File: config.mk
export PLATFORM = sky130hd
export DESIGN_NAME = lbus_master
export DESIGN_NICKNAME = d
export VERILOG_FILES = /design/src/rtl/lbus_master.sv
export SDC_FILE = /design/constraint.sdc
export NUM_CORES = 1
export LEC_CHECK = 0
export ABC_AREA = 1
export BUFFER_PORTS_ARGS = -buffer_cell sky130_fd_sc_hd__buf_4
export CELL_PAD_IN_SITES_DETAIL_PLACEMENT = 1
export CELL_PAD_IN_SITES_GLOBAL_PLACEMENT = 1
export CORE_MARGIN = 1.5
export CORE_UTILIZATION = 34
export DETAILED_ROUTE_END_ITERATION = 10
export HOLD_SLACK_MARGIN = 0.1
export PLACE_DENSITY = 0.82
export SYNTH_ARGS = -nofsm -noshare
export SYNTH_HDL_FRONTEND = slang
export SYNTH_SLANG_ARGS = --single-unit
File: constraint.sdc
create_clock -name clk -period 3.8 [get_ports clk]
set_input_delay 0.57 -clock clk [delete_from_list [all_inputs] [get_ports clk]]
set_output_delay 0.57 -clock clk [all_outputs]
set_load 0.01 [all_outputs]
File: src/rtl/lbus_master.sv
// Local bus initiator: accepts one command at a time, drives Address/DataIn/Read/Write, returns one response.
// Define LBUS_ACK_EN to end strobes on slave ack (bounded by TIMEOUT) instead of fixed RD_WAIT timing.

module lbus_master #(
  parameter logic [3:0] RD_WAIT = 4'd3,
  parameter logic [7:0] TIMEOUT = 8'd64
) (
  input  logic        clk,
  input  logic        rst,
  input  logic        cmd_valid,
  output logic        cmd_ready,
  input  logic        cmd_write,
  input  logic [7:0]  cmd_addr,
  input  logic [31:0] cmd_wdata,
  output logic        rsp_valid,
  input  logic        rsp_ready,
  output logic [31:0] rsp_rdata,
  output logic        rsp_err,
  output logic [7:0]  Address,
  output logic [31:0] DataIn,
  output logic        Read,
  output logic        Write,
  input  logic [31:0] DataOut,
  input  logic        ack
);

  typedef enum logic [1:0] {IDLE, WR, RD, RSP} state_t;

  state_t state;

`ifdef LBUS_ACK_EN
  logic [7:0] tmo_cnt;
  logic       tmo_hit;
  logic       unused_ok;

  // TIMEOUT of zero means wait for ack indefinitely.
  assign tmo_hit   = (TIMEOUT != 8'd0) && (tmo_cnt == TIMEOUT - 8'd1);
  assign unused_ok = ^RD_WAIT;
`else
  localparam logic [3:0] RD_LAST = (RD_WAIT == 4'd0) ? 4'd0 : RD_WAIT - 4'd1;

  logic [3:0] wait_cnt;
  logic       unused_ok;

  assign unused_ok = ^{ack, TIMEOUT};
`endif

  // NOTE: sequential state uses <= only, so every branch sees pre-edge values of all registers.
  always_ff @(posedge clk) begin
    if (rst) begin
      state     <= IDLE;
      cmd_ready <= 1'b0;
      rsp_valid <= 1'b0;
      rsp_rdata <= 32'd0;
      rsp_err   <= 1'b0;
      Address   <= 8'd0;
      DataIn    <= 32'd0;
      Read      <= 1'b0;
      Write     <= 1'b0;
`ifdef LBUS_ACK_EN
      tmo_cnt   <= 8'd0;
`else
      wait_cnt  <= 4'd0;
`endif
    end else begin
      case (state)
        IDLE: begin
          cmd_ready <= 1'b1;
          if (cmd_valid && cmd_ready) begin
            cmd_ready <= 1'b0;
            Address   <= cmd_addr;
`ifdef LBUS_ACK_EN
            tmo_cnt   <= 8'd0;
`else
            wait_cnt  <= 4'd0;
`endif
            if (cmd_write) begin
              DataIn <= cmd_wdata;
              Write  <= 1'b1;
              state  <= WR;
            end else begin
              // DataIn keeps its last value so the bus never glitches on reads.
              Read   <= 1'b1;
              state  <= RD;
            end
          end
        end

        WR: begin
`ifdef LBUS_ACK_EN
          if (ack || tmo_hit) begin
            Write     <= 1'b0;
            rsp_valid <= 1'b1;
            rsp_rdata <= 32'd0;
            rsp_err   <= ~ack;
            state     <= RSP;
          end else begin
            tmo_cnt <= tmo_cnt + {7'd0, tmo_cnt != 8'hFF};
          end
`else
          Write     <= 1'b0;
          rsp_valid <= 1'b1;
          rsp_rdata <= 32'd0;
          rsp_err   <= 1'b0;
          state     <= RSP;
`endif
        end

        RD: begin
`ifdef LBUS_ACK_EN
          // Ack wins over a timeout landing in the same cycle.
          if (ack || tmo_hit) begin
            Read      <= 1'b0;
            rsp_valid <= 1'b1;
            rsp_rdata <= ack ? DataOut : 32'd0;
            rsp_err   <= ~ack;
            state     <= RSP;
          end else begin
            tmo_cnt <= tmo_cnt + {7'd0, tmo_cnt != 8'hFF};
          end
`else
          if (wait_cnt == RD_LAST) begin
            Read      <= 1'b0;
            rsp_valid <= 1'b1;
            rsp_rdata <= DataOut;
            rsp_err   <= 1'b0;
            state     <= RSP;
          end else if (wait_cnt != 4'hF) begin
            wait_cnt <= wait_cnt + 4'd1;
          end
`endif
        end

        RSP: begin
          if (rsp_ready) begin
            rsp_valid <= 1'b0;
            cmd_ready <= 1'b1;
            state     <= IDLE;
          end
        end

        default: state <= IDLE;
      endcase
    end
  end

endmodule

# Yosys cells after proc, flatten, opt, wreduce, memory -nomap -nowiden
# Cells that the tools add are included.
[classes]
order_cmp = 0
n_shift = 0
reduce_logical = 16
add_sub_neg = 1
muxes = 25
bitwise_logic = 0
eq_ne = 12
n_div = 0
mul = 0
[ops]
columns = ["cell", "count"]
rows = [
  ["$pmux 32 s2", 1],
  ["$mux 32", 1],
  ["$ne 2x2->1 const B", 7],
  ["$mux 4", 3],
  ["$reduce_and 3->1", 4],
  ["$mux 1", 9],
  ["$mux 2", 4],
  ["$pmux 1 s2", 4],
  ["$pmux 2 s4", 1],
  ["$pmux 4 s2", 1],
  ["$reduce_and 4->1", 2],
  ["$reduce_bool 2->1", 4],
  ["$reduce_and 2->1", 3],
  ["$add 4x1->4 const B", 1],
  ["$eq 2x2->1 const B", 2],
  ["$eq 4x2->1 const B", 1],
  ["$ne 4x4->1 const B", 1],
  ["$pmux 1 s3", 1],
  ["$reduce_bool 3->1", 1],
  ["$eq 2x1->1 const B", 1],
  ["$logic_not 2->1", 1],
  ["$logic_and 1x1->1", 1],
]
[word_totals]
mem_bits_rw = 0
latchBits = 0
memories = 0
mem_bits_ro = 0
regBits = 83
out_inout_bits = 77
word_cells = 64

# Longest topological paths before layout
[depth]
depth_word = 4
mapped_depth = 10
mapped_depth_nobuf = 9

# Least setup slack after synthesis
# Ideal clock, no wire load.
[synth_path]
path_type = "register -> register"
startpoint = "reg state[0]"
endpoint = "reg wait_cnt[0]"
t_arrival_ns = 1.314
path_slack_ns = 2.372
stages_incl_launch_ff = 10
setup_time_ns = 0.114
period_less_slack_ns = 1.428
path_cell_list = "dfxtp_1 > inv_1 > ha_1 > buf_2 > inv_1 > nand2_1 > nand2_1 > nand3_2 > a21oi_1 > nor2_1"
[synth_between]
elab_chain_cells = 3
elab_cells_between_ends = 8
classes_between = "4 x eq/ne; 1 x mux; 3 x reduce/logical"
[synth_rtl]
columns = ["element", "line_no", "rtl"]
rows = [
  ["start, declared", "29", "state_t state;"],
  ["start signal, assigned", "51", "state <= IDLE;"],
  ["start signal, assigned", "80", "state <= WR;"],
  ["start signal, assigned", "84", "state <= RD;"],
  ["$eq 2x2->1 / $logic_not 2->1 (equally long branches)", "66", "case (state)"],
  ["$ne 2x2->1 (no line) / $reduce_bool 2->1 (equally long branches)", "n/a", ""],
  ["$reduce_and 4->1 (no line)", "n/a", ""],
  ["end signal, assigned", "129", "wait_cnt <= wait_cnt + 4'd1;"],
  ["end, declared", "42", "logic [3:0] wait_cnt;"],
]
# Parallel ways exist; a longest one is shown, timed or not.
# A chain may end at the register's enable or synchronous reset.

# Worst setup path after layout
[layout_path]
startpoint = "reg state[0]"
endpoint = "reg DataIn[26]"
[layout_between]
elab_chain_cells = 2
[layout_rtl]
columns = ["element", "line_no", "rtl"]
rows = [
  ["$logic_not 2->1", "66", ""],
  ["$reduce_and 3->1 (no line)", "n/a", ""],
  ["end signal, assigned", "78", "DataIn <= cmd_wdata;"],
  ["end, declared", "20", "output logic [31:0] DataIn,"],
]
# Every way passes these cells.

==> impl_metrics.json <==
{
  "outcome": "completed",
  "io_buffers": 152,
  "cp.arrival_ns": 2.59,
  "synth_warnings": 0,
  "cts_resized": 0,
  "final_common_cell": "buf_4",
  "drtIter0Drc": 58,
  "wl_per_cell_um": 13.9,
  "vias_per_cell": 4.75,
  "htree_levels": 3,
  "drtAntennaViolNets": 0,
  "finalNetCount": 642,
  "die_w_um": 99.7,
  "hold_viol": 0,
  "grt_max_degree": 45,
  "final_cell_mix": "152 x buf_4, 102 x nand2_1, 82 x dfxtp_1, 77 x nor2_1, 45 x a21oi_1",
  "cts_inserted_buffers": 9,
  "p_leak_nw": 2.13,
  "post-cts-setup-buffer-count": 0,
  "avgSynthCellArea_um2": 7.64,
  "fin_skew_ns": 0.0110,
  "drive_above_1_share_pct": 31.6,
  "rows": 35,
  "cts_tree": "done",
  "drt_pass1_iterations": 4,
  "critPathMaxFanout": 34,
  "worstPathRequired_ns": 4.04,
  "final_util_pct": 49.6,
  "dp_hpwl_mm": 6.67,
  "ir_worst_vdd_v": 0.000221,
  "synth-edff-count": 0,
  "num_antenna_cells": 0,
  "wl_mm": 9.36,
  "endpoint_kind": "flip-flop",
  "postSynthCellCount": 416,
  "cp-start-kind": "flip-flop",
  "slew_headroom_pct": 31.5,
  "ys_seq_area_share_pct": 51.7,
  "cts.sinks": 82,
  "rsz0062_at_grt": "false",
  "ff2ff_setup_slack_ns": 1.45,
  "synth_seq_cells": 82,
  "finalCritPeriodShare_pct": 61.9,
  "path_clk_slew_ns": 0.08,
  "die_h_um": 99.7,
  "clockBufferDepth": 2,
  "areaGrowthSynthToFinish_pct": 42.8,
  "initial_utilization_pct": 34.7,
  "grt_pass1_wl_mm": 15.2,
  "ys_async_sr_fraction_pct": 0,
  "hold_path.class": "input port to flip-flop",
  "route.vias.total": 3195,
  "drc": 0,
  "clock_latency_ns": 0.35,
  "crit_type": "flip-flop to flip-flop",
  "pre_cts_ws_ns": 1.44,
  "grt_overflow": 0,
  "synth.cell_area_mm2": 0.00318,
  "ys_types": 23,
  "timing.rr.start": "state[0]$_SDFFE_PP0P_",
  "coreArea_mm2": 0.00915,
  "setup_violations": 0,
  "tightest_slew_ns": 1.03,
  "place_congestion": 0.756,
  "ios": 155,
  "hp-start": "cmd_wdata[0]",
  "syn_nets": 502,
  "finalCriticalPeriod_ns": 2.35,
  "drv_cap": 0,
  "grt_use_total_pct": 19.1,
  "fmax_ghz": 0.425,
  "p_per_area_mw_per_mm2": 555,
  "crit_start": "state[0]$_SDFFE_PP0P_",
  "yosys_most_used_dff": "dfxtp_1",
  "drv_slew": 0,
  "fill_cells": 1173,
  "first_global_vias": 3272,
  "cts_hold_buf": 0,
  "cts_root_buffer": "clkbuf_8",
  "finalWorstSetupSlack_ns": 1.45,
  "die_area_mm2": 0.00994,
  "setup-tns-final_ns": 0,
  "antenna_found_initial": 0
}
-- metrics by stage --
step	hold slack, ns	cells	power [mW]	instance area (um2)
6_report	0.435	672	2.52	4540
5_1_grt	0.418	672	2.70	4540
4_1_cts	0.422	672	2.56	4540
3_5_place_dp	0.455	656	1.87	4330
3_3_place_gp	0.449	656	1.82	4330
2_1_floorplan	0.483	416	1.56	3180
-- critical path, stage by stage (launching register included) --
cell and delay (ns):
dfxtp_1 0.34, inv_1 0.16, ha_1 0.28, nand2_1 0.13, nor2_4 0.55, inv_2 0.42, nor2_1 0.25, nor2_1 0.09
-- final timing paths --
check / to / cells past startpoint
min: DataIn[0]$_SDFFE_PP0P_ / 3
max reg2reg: DataIn[26]$_SDFFE_PP0P_ / 7
min reg2reg: rsp_rdata[23]$_SDFFE_PP0P_ / 2
max: DataIn[26]$_SDFFE_PP0P_ / 7
-- synth_stat cells, types with 2 or more instances --
cell type | instances | area share, %
nand4_1 | 2 | 0.39
buf_2 | 10 | 1.6
inv_1 | 16 | 1.9
o21ai_1 | 3 | 0.47
a21oi_1 | 45 | 7.1
buf_6 | 3 | 1.1
nand2_1 | 102 | 12
dfxtp_1 | 82 | 52
nand2_2 | 2 | 0.39
nor2_1 | 77 | 9.1
clkbuf_2 | 3 | 0.47
nor2_4 | 2 | 0.71
or2_2 | 2 | 0.39
clkbuf_1 | 6 | 0.71
ha_1 | 8 | 3.1
nand3_1 | 13 | 2.0
nand3_2 | 3 | 0.94
o21ai_0 | 32 | 5.0
-- layout make-up --
cell class / instances / area, um2 / area share, %
Tap cell: 111 / 139 / 3.06
Clock inverter: 5 / 78.8 / 1.74
Clock buffer: 11 / 131 / 2.89
Timing Repair Buffer: 152 / 1140 / 25.1
Inverter: 17 / 63.8 / 1.41
Sequential cell: 82 / 1640 / 36.2
Multi-Input combinational cell: 294 / 1340 / 29.6
-- metal layers --
metal | routed length (um) | global-route usage (%) | vias up
li1 | - | - | 1600
met1 | 3900 | 22.2 | 1474
met2 | 4540 | 32.4 | 112
met3 | 842 | 8.01 | 9
met4 | 80 | 5.31 | 0
met5 | 0 | 0 | -
-- logic make-up after synthesis --
| kind of cell | Yosys count | share of synthesized area, % |
|---|---|---|
| buf+inv | 40 | 6.06 |
| other cells | 1 | 0.118 |
| simple gates | 204 | 26.2 |
| flops | 82 | 51.7 |
| compound gates | 81 | 12.8 |
| fa+ha+maj | 8 | 3.15 |
-- flip-flops by register name, summed over array words and instances (netlist names) --
signal,count
Write,1
rsp_rdata,32
state,2
Address,8
cmd_ready,1
DataIn,32
Read,1
rsp_valid,1
wait_cnt,4
-- power breakdown --
| group | switching [mW] | total, mW | internal (mW) |
|---|---|---|---|
| logic | 0.514 | 0.813 | 0.299 |
| clock network | 0.313 | 0.683 | 0.370 |
| registers | 0.0640 | 1.02 | 0.958 |
Power figures use the tool's default switching activity.
